`src/rtl/muldiv_sequencer.sv`:
```
// muldiv_sequencer: iterative radix-2 multiply/divide unit for the EX stage.
// One shift-add (MUL/MULHU) or restoring shift-subtract (DIVU/REMU) step per
// cycle. The unit stalls the pipeline while running and pulses done for one
// cycle with a registered result.
//
// Ports:
//   clk, rst_n        clock (rising edge), asynchronous active-low reset
//   start             request new operation, sampled only in IDLE
//   op[1:0]           0=MUL 1=MULHU 2=DIVU 3=REMU
//   src_a, src_b      multiplicand/dividend, multiplier/divisor
//   flush             abort in-flight operation
//   stall_req         hold IF/ID/EX pipeline registers
//   busy              FSM not in IDLE
//   done              one-cycle result-valid pulse
//   result            registered result, held until next completion
module muldiv_sequencer #(
  parameter int unsigned WIDTH = 32
) (
  input  logic             clk,
  input  logic             rst_n,
  input  logic             start,
  input  logic [1:0]       op,
  input  logic [WIDTH-1:0] src_a,
  input  logic [WIDTH-1:0] src_b,
  input  logic             flush,
  output logic             stall_req,
  output logic             busy,
  output logic             done,
  output logic [WIDTH-1:0] result
);

  localparam int unsigned CW = $clog2(WIDTH + 1);

  localparam logic [1:0] S_IDLE = 2'd0;
  localparam logic [1:0] S_RUN  = 2'd1;
  localparam logic [1:0] S_DONE = 2'd2;

  logic [1:0]         state_q, state_d;
  logic [CW-1:0]      cnt_q, cnt_d;
  logic [1:0]         op_q, op_d;
  logic [WIDTH-1:0]   opnd_q, opnd_d;      // multiplicand (MUL*) or divisor (DIV*)
  logic [2*WIDTH-1:0] acc_q, acc_d;        // {hi, lo} product or {rem, quo}
  logic [WIDTH-1:0]   result_q, result_d;

  // Multiply step: conditionally add multiplicand to the high half, then shift
  // the whole {carry, hi, lo} right by one.
  logic [WIDTH:0]     mul_sum;
  logic [2*WIDTH-1:0] mul_next;

  // Divide step: shift {rem, quo} left by one and try subtracting the divisor.
  // The shifted remainder needs WIDTH+1 bits; a zero divisor never borrows,
  // which naturally yields quotient all-ones and remainder = dividend.
  logic [WIDTH:0]     rem_sh;
  logic [WIDTH:0]     diff;
  logic               borrow;
  logic [2*WIDTH-1:0] div_next;
  logic [2*WIDTH-1:0] step;

  always_comb begin
    mul_sum  = {1'b0, acc_q[2*WIDTH-1:WIDTH]} + (acc_q[0] ? {1'b0, opnd_q} : '0);
    mul_next = {mul_sum, acc_q[WIDTH-1:1]};

    rem_sh   = {acc_q[2*WIDTH-1:WIDTH], acc_q[WIDTH-1]};
    borrow   = rem_sh < {1'b0, opnd_q};
    diff     = rem_sh - {1'b0, opnd_q};
    div_next = borrow ? {rem_sh[WIDTH-1:0], acc_q[WIDTH-2:0], 1'b0}
                      : {diff[WIDTH-1:0],   acc_q[WIDTH-2:0], 1'b1};

    step     = op_q[1] ? div_next : mul_next;
  end

  always_comb begin
    state_d  = state_q;
    cnt_d    = cnt_q;
    op_d     = op_q;
    opnd_d   = opnd_q;
    acc_d    = acc_q;
    result_d = result_q;
    case (state_q)
      S_IDLE: begin
        if (start && !flush) begin
          state_d = S_RUN;
          op_d    = op;
          cnt_d   = CW'(WIDTH);
          opnd_d  = op[1] ? src_b : src_a;
          acc_d   = {{WIDTH{1'b0}}, (op[1] ? src_a : src_b)};
        end
      end
      S_RUN: begin
        if (flush) begin
          state_d = S_IDLE;
        end else begin
          acc_d = step;
          cnt_d = cnt_q - CW'(1);
          if (cnt_q == CW'(1)) begin
            // MULHU and REMU take the high half; MUL and DIVU the low half.
            result_d = op_q[0] ? step[2*WIDTH-1:WIDTH] : step[WIDTH-1:0];
            state_d  = S_DONE;
          end
        end
      end
      S_DONE:  state_d = S_IDLE;
      default: state_d = S_IDLE;
    endcase
  end

  always_ff @(posedge clk or negedge rst_n) begin
    if (!rst_n) begin
      state_q  <= S_IDLE;
      cnt_q    <= '0;
      op_q     <= '0;
      opnd_q   <= '0;
      acc_q    <= '0;
      result_q <= '0;
    end else begin
      state_q  <= state_d;
      cnt_q    <= cnt_d;
      op_q     <= op_d;
      opnd_q   <= opnd_d;
      acc_q    <= acc_d;
      result_q <= result_d;
    end
  end

  // stall_req releases in a flush cycle so the pipeline can redirect at once.
  assign stall_req = ((state_q == S_IDLE) && start && !flush) ||
                     ((state_q == S_RUN) && !flush);
  assign busy      = (state_q == S_RUN) || (state_q == S_DONE);
  assign done      = (state_q == S_DONE);
  assign result    = result_q;

endmodule

```
`config.mk`:
```
export PLATFORM = sky130hd
export DESIGN_NAME = muldiv_sequencer
export DESIGN_NICKNAME = d
export VERILOG_FILES = /design/src/rtl/muldiv_sequencer.sv
export SDC_FILE = /design/constraint.sdc
export NUM_CORES = 1
export LEC_CHECK = 0
export CORE_ASPECT_RATIO = 0.75
export CORE_MARGIN = 2
export CORE_UTILIZATION = 40
export DETAILED_ROUTE_END_ITERATION = 16
export PLACE_DENSITY_LB_ADDON = 0.15
export SKIP_LAST_GASP = 1
export SLEW_MARGIN = 20
export SYNTH_ARGS = -nofsm -noshare
export SYNTH_HDL_FRONTEND = slang
export SYNTH_SLANG_ARGS = --single-unit
```
`constraint.sdc`:
```
create_clock -name clk -period 5.5 [get_ports clk]
set_input_delay 1.1 -clock clk [delete_from_list [all_inputs] [get_ports clk]]
set_output_delay 1.1 -clock clk [all_outputs]
set_load 0.005 [all_outputs]
```
# Word-level counts from Yosys, hierarchy flattened
# Cells that the tools add are included.
# totals
ff_bits	138
inputBits	70
out_inout_bits	35
wordCells	46
# classes
n_addsub	3
order_cmp	1
eq_ne	6
mux	16
n_bitwise	1
n_reduce_logical	13
# op_table
op	count
$mux 64	4
$mux 32	4
$pmux 64 s2	1
$add 32x32->33	1
$lt 33x32->1	1
$sub 32x32->32	1
$mux 6	2
$pmux 6 s2	1
$eq 6x1->1 const B	1
$mux 2	3
$reduce_and 3->1	2
$sub 6x1->6 const B	1
$logic_and 1x1->1	4
$ne 2x2->1 const B	2
$pmux 2 s2	1
$reduce_and 2->1	2
$ne 3x3->1 const B	1
$eq 2x1->1 const B	1
$eq 2x2->1 const B	1
$logic_not 2->1	1
$logic_or 1x1->1	2
$reduce_bool 2->1	1
$logic_not 1->1	1
$not 1->1	1

# Longest topological paths before layout
# logic_depth
depth_word	5
ltp_mapped	14

# Least setup slack after synthesis
# Ideal clock, no wire load.
# synth_path
path_type	reg-to-reg
from	register acc_q[0]
to	register result_q[19], in the netlist result[19]
setup_ns	0.065
arrival_time_ns	3.255
t_required_ns	5.435
setup_slack_ns	2.180
path_stages_with_launch	14
synth_period_minus_slack_ns	3.320
cell_sequence	dfrtp_1 -> clkbuf_1 -> and2_1 -> ha_1 -> fa_1 -> a21o_1 -> a221oi_2 -> a21oi_1 -> or4_1 -> nand2_1 -> o21ai_0 -> mux2_2 -> a311oi_2 -> o22a_1
# synth_between
elab_chain_len	4
# synth_rtl
element	line_no	rtl
start: declaration	42	logic [2*WIDTH-1:0] acc_q, acc_d;
start signal: assignment	113	acc_q <= '0;
start signal: assignment	120	acc_q <= acc_d;
$mux 32	60	mul_sum = {1'b0, acc_q[2*WIDTH-1:WIDTH]} + (acc_q[0] ? {1'b0, opnd_q} : '0);
$add 32x32->33	60	
$mux 64	69	step = op_q[1] ? div_next : mul_next;
$mux 32	97	result_d = op_q[0] ? step[2*WIDTH-1:WIDTH] : step[WIDTH-1:0];
end signal: assignment	121	result_q <= result_d;
end: declaration	43	logic [WIDTH-1:0] result_q, result_d;
# No other way between the ends.
# A chain may end at the register's enable or synchronous reset.

# Worst setup path in the final report
# Same ends and word-level chain as after synthesis.

==> results.cfg <==
[synth]
synth-adder-area-share = 0.0787
yosys.area.top_type = dfrtp_1
synth.top_cells.by_area = dfrtp_1, ha_1, mux2i_1
postSynthAreaPerCell_um2 = 8.19
yosys_warnings = 0
synth_cell_types = 82
synth_xor_area_frac = 0.0336
seq_area_frac_synth = 0.301
synth_compound_area_frac = 0.255
synth_top_family_by_area = compound AO/OA/AOI/OAI gates
synthMuxAreaShare = 0.109
syn_nets = 1543
async_flop_share = 1.00
synth_edf_count = 0
ys_ff_latch = 138
ys.flop_type = dfrtp_1
netlist_area_um2 = 11500
synth_simple_gate_area_share = 0.173
syn_inst = 1402
synth_top_area_frac = 0.301

[detailed_routing]
vias = 10700
route.detailed.drc = 0
vias_per_cell = 5.78
wire_per_inst_um = 21.5
drt_wl_total_um = 40000
dr.pass1.iters = 5
drt_iter0_markers = 930
ant_nets = 0

[power_and_ir_drop]
power.total_mw = 9.23
ir_worst_vdd_uv = 305
p_per_area_nw_per_um2 = 691
p_switching_mw = 4.79
seqPwrFrac = 0.223
p_int_mw = 4.43
clock_power_share = 0.121
cellLeakagePower_nw = 6.09
swShare = 0.519
combPwrFrac = 0.656

[cts]
postCtsSetupBuffers = 0
cts-root-buf = clkbuf_16
path_clk_slew_ns = 0.06
cts_tree = built
clk_path_buf_depth = 2
cts_hold_buf = 0
cts.sinks = 138
cts_made_buffers = 17
cts-resized-gates = 0
clk_latency_ns = 0.44
cts_max_level = 4

[finish]
design_area_um2 = 13400
multi_input_area_um2 = 7460
layout_common_cells = nand2_1, o21ai_0, dfrtp_1, a21oi_1, clkdlybuf4s50_1
nFillCells = 2822
nNetsFinal = 1602
area_growth_pct = 16.4
seqCellArea_um2 = 3460
drive_above_1_share = 0.0829
layout_commonest_cell = nand2_1

[setup_path]
regToRegStartpoint = acc_q[0]
critPathMaxFanout = 36
critPathKind = reg -> reg
crit_path_start_kind = flop
path_cells = and2_1, ha_1, fa_1, a21o_1, a221oi_2, a21oi_1, or4_1, nand2_1, o21ai_0, mux2_2, a311oi_2, o22a_1
slowest_stage = dfrtp_1
end_kind = flop
ff2ff_setup_slack_ns = 1.32
critPathArrivalTime_ns = 4.55
startpoint = acc_q[0]
r2r_end = result[19]
max_stage_delay_ns = 0.78
reg2regPathDepth = 12
required_ns = 5.87

[floorplan]
initial_core_util = 0.408
die_x_um = 200
num_rows = 53
die_h_um = 151
die_area_um2 = 30100
num_io_pins = 105
core_um2 = 28100

[status]
status = finished clean

[global_routing]
grt-ovfl-total = 0
first_global_vias = 9823
track_usage = 0.274
grt_pass1_wl_um = 61300
antenna_found_initial = 1
grt_max_degree = 65

[sta]
hold_viol_final = 0
grt_setup_unrepaired = no
fmax_ghz = 0.239
period_share = 0.760
worstMarginPinSlew_ns = 1.06
finalCriticalPeriod_ns = 4.18
fin_setup_tns_ns = 0
setup_violations = 0
maxSlewHeadroom = 0.295
skew_ns = 0.0117
maxSlewViolCount = 0

[min_path]
worstHoldEndpoint = acc_q[12]
holdPathStages = 2
min_path_type = reg -> reg
hp-start = acc_q[12]

[place]
placed_cell_area_um2 = 12800
place_hpwl_um = 30300
gp_congestion = 1.00
io_buffers = 104

[flow_run]
drv_cap = 0
==> stage by stage <==
step,hold WS [ns],instances,worst slack [ns],utilization
2_1_floorplan,0.462,1402,2.18,-
3_3_place_gp,0.476,1827,1.43,0.456
3_5_place_dp,0.474,1827,1.35,0.456
4_1_cts,0.501,1857,1.34,0.475
5_1_grt,0.533,1857,1.13,0.475
6_report,0.500,1858,1.32,0.475
==> Yosys cell counts, types with 23 or more instances <==
cell type / number
and2_1: 46
nand3_1: 26
ha_1: 69
xnor2_1: 28
dfrtp_1: 138
inv_1: 64
a21o_1: 26
o21ai_0: 151
nand2_1: 167
a21oi_1: 120
mux2_2: 40
mux2i_1: 78
o21a_1: 23
nor2_1: 87
clkbuf_1: 64
==> sequential cells by signal, indices dropped and copies added, names as in the netlist <==
register,count
cnt_q,6
result,32
op_q,2
acc_q,64
opnd_q,32
state_q,2
==> power by group through the flow <==
stage | sequential [mW] | combinational, mW | clock [mW]
2_1_floorplan | 1.72 | 4.27 | 0
3_3_place_gp | 2.05 | 5.87 | 0
3_5_place_dp | 2.04 | 5.88 | 0
4_1_cts | 2.03 | 5.93 | 1.13
5_1_grt | 2.12 | 6.61 | 1.16
6_report | 2.06 | 6.05 | 1.12
==> logic make-up (layout without fill, tap and decap cells) <==
logic type / after synthesis / in the layout
AOI/OAI and AO/OA: 465 / 465
adders and majority gates: 71 / 71
xor gates and xnor gates: 44 / 44
DFF: 138 / 138
other: 0 / 1
and+or+nand+nor: 420 / 420
muxes: 119 / 119
buffers and inverters: 145 / 215
==> how the worst max path moves through the flow <==
stage	end	slack [ns]
CTS	result[19]	1.34
detailed placement	result[19]	1.35
floorplan	result[19]	2.18
global route	result[19]	1.13
global placement	result[19]	1.43
finish	result[19]	1.32
==> layout make-up <==
type / instances / share of cell area
clock buffers: 17 / 0.0318
diodes: 1 / 0.000187
repair buffers: 121 / 0.0874
inverters: 64 / 0.0180
flip-flops and latches: 138 / 0.259
multi-input cells: 1119 / 0.559
well taps: 385 / 0.0361
clock inverters: 13 / 0.00927
==> layer usage <==
layer	up-vias	part of all wire	global-route usage
met1	5109	0.54	0.459
met3	22	0.093	0.0697
met5	-	0	0
li1	5174	-	-
met2	432	0.36	0.342
met4	0	0.0067	0.0415
==> critical path: cells and delay by family (launching register included) <==
family          cells  cell delay [ns]
compound gates      6             1.30
simple gates        3             1.08
flops               1             0.78
fa+ha+maj           2             0.62
mux                 1             0.32
Power figures use the tool's default switching activity.
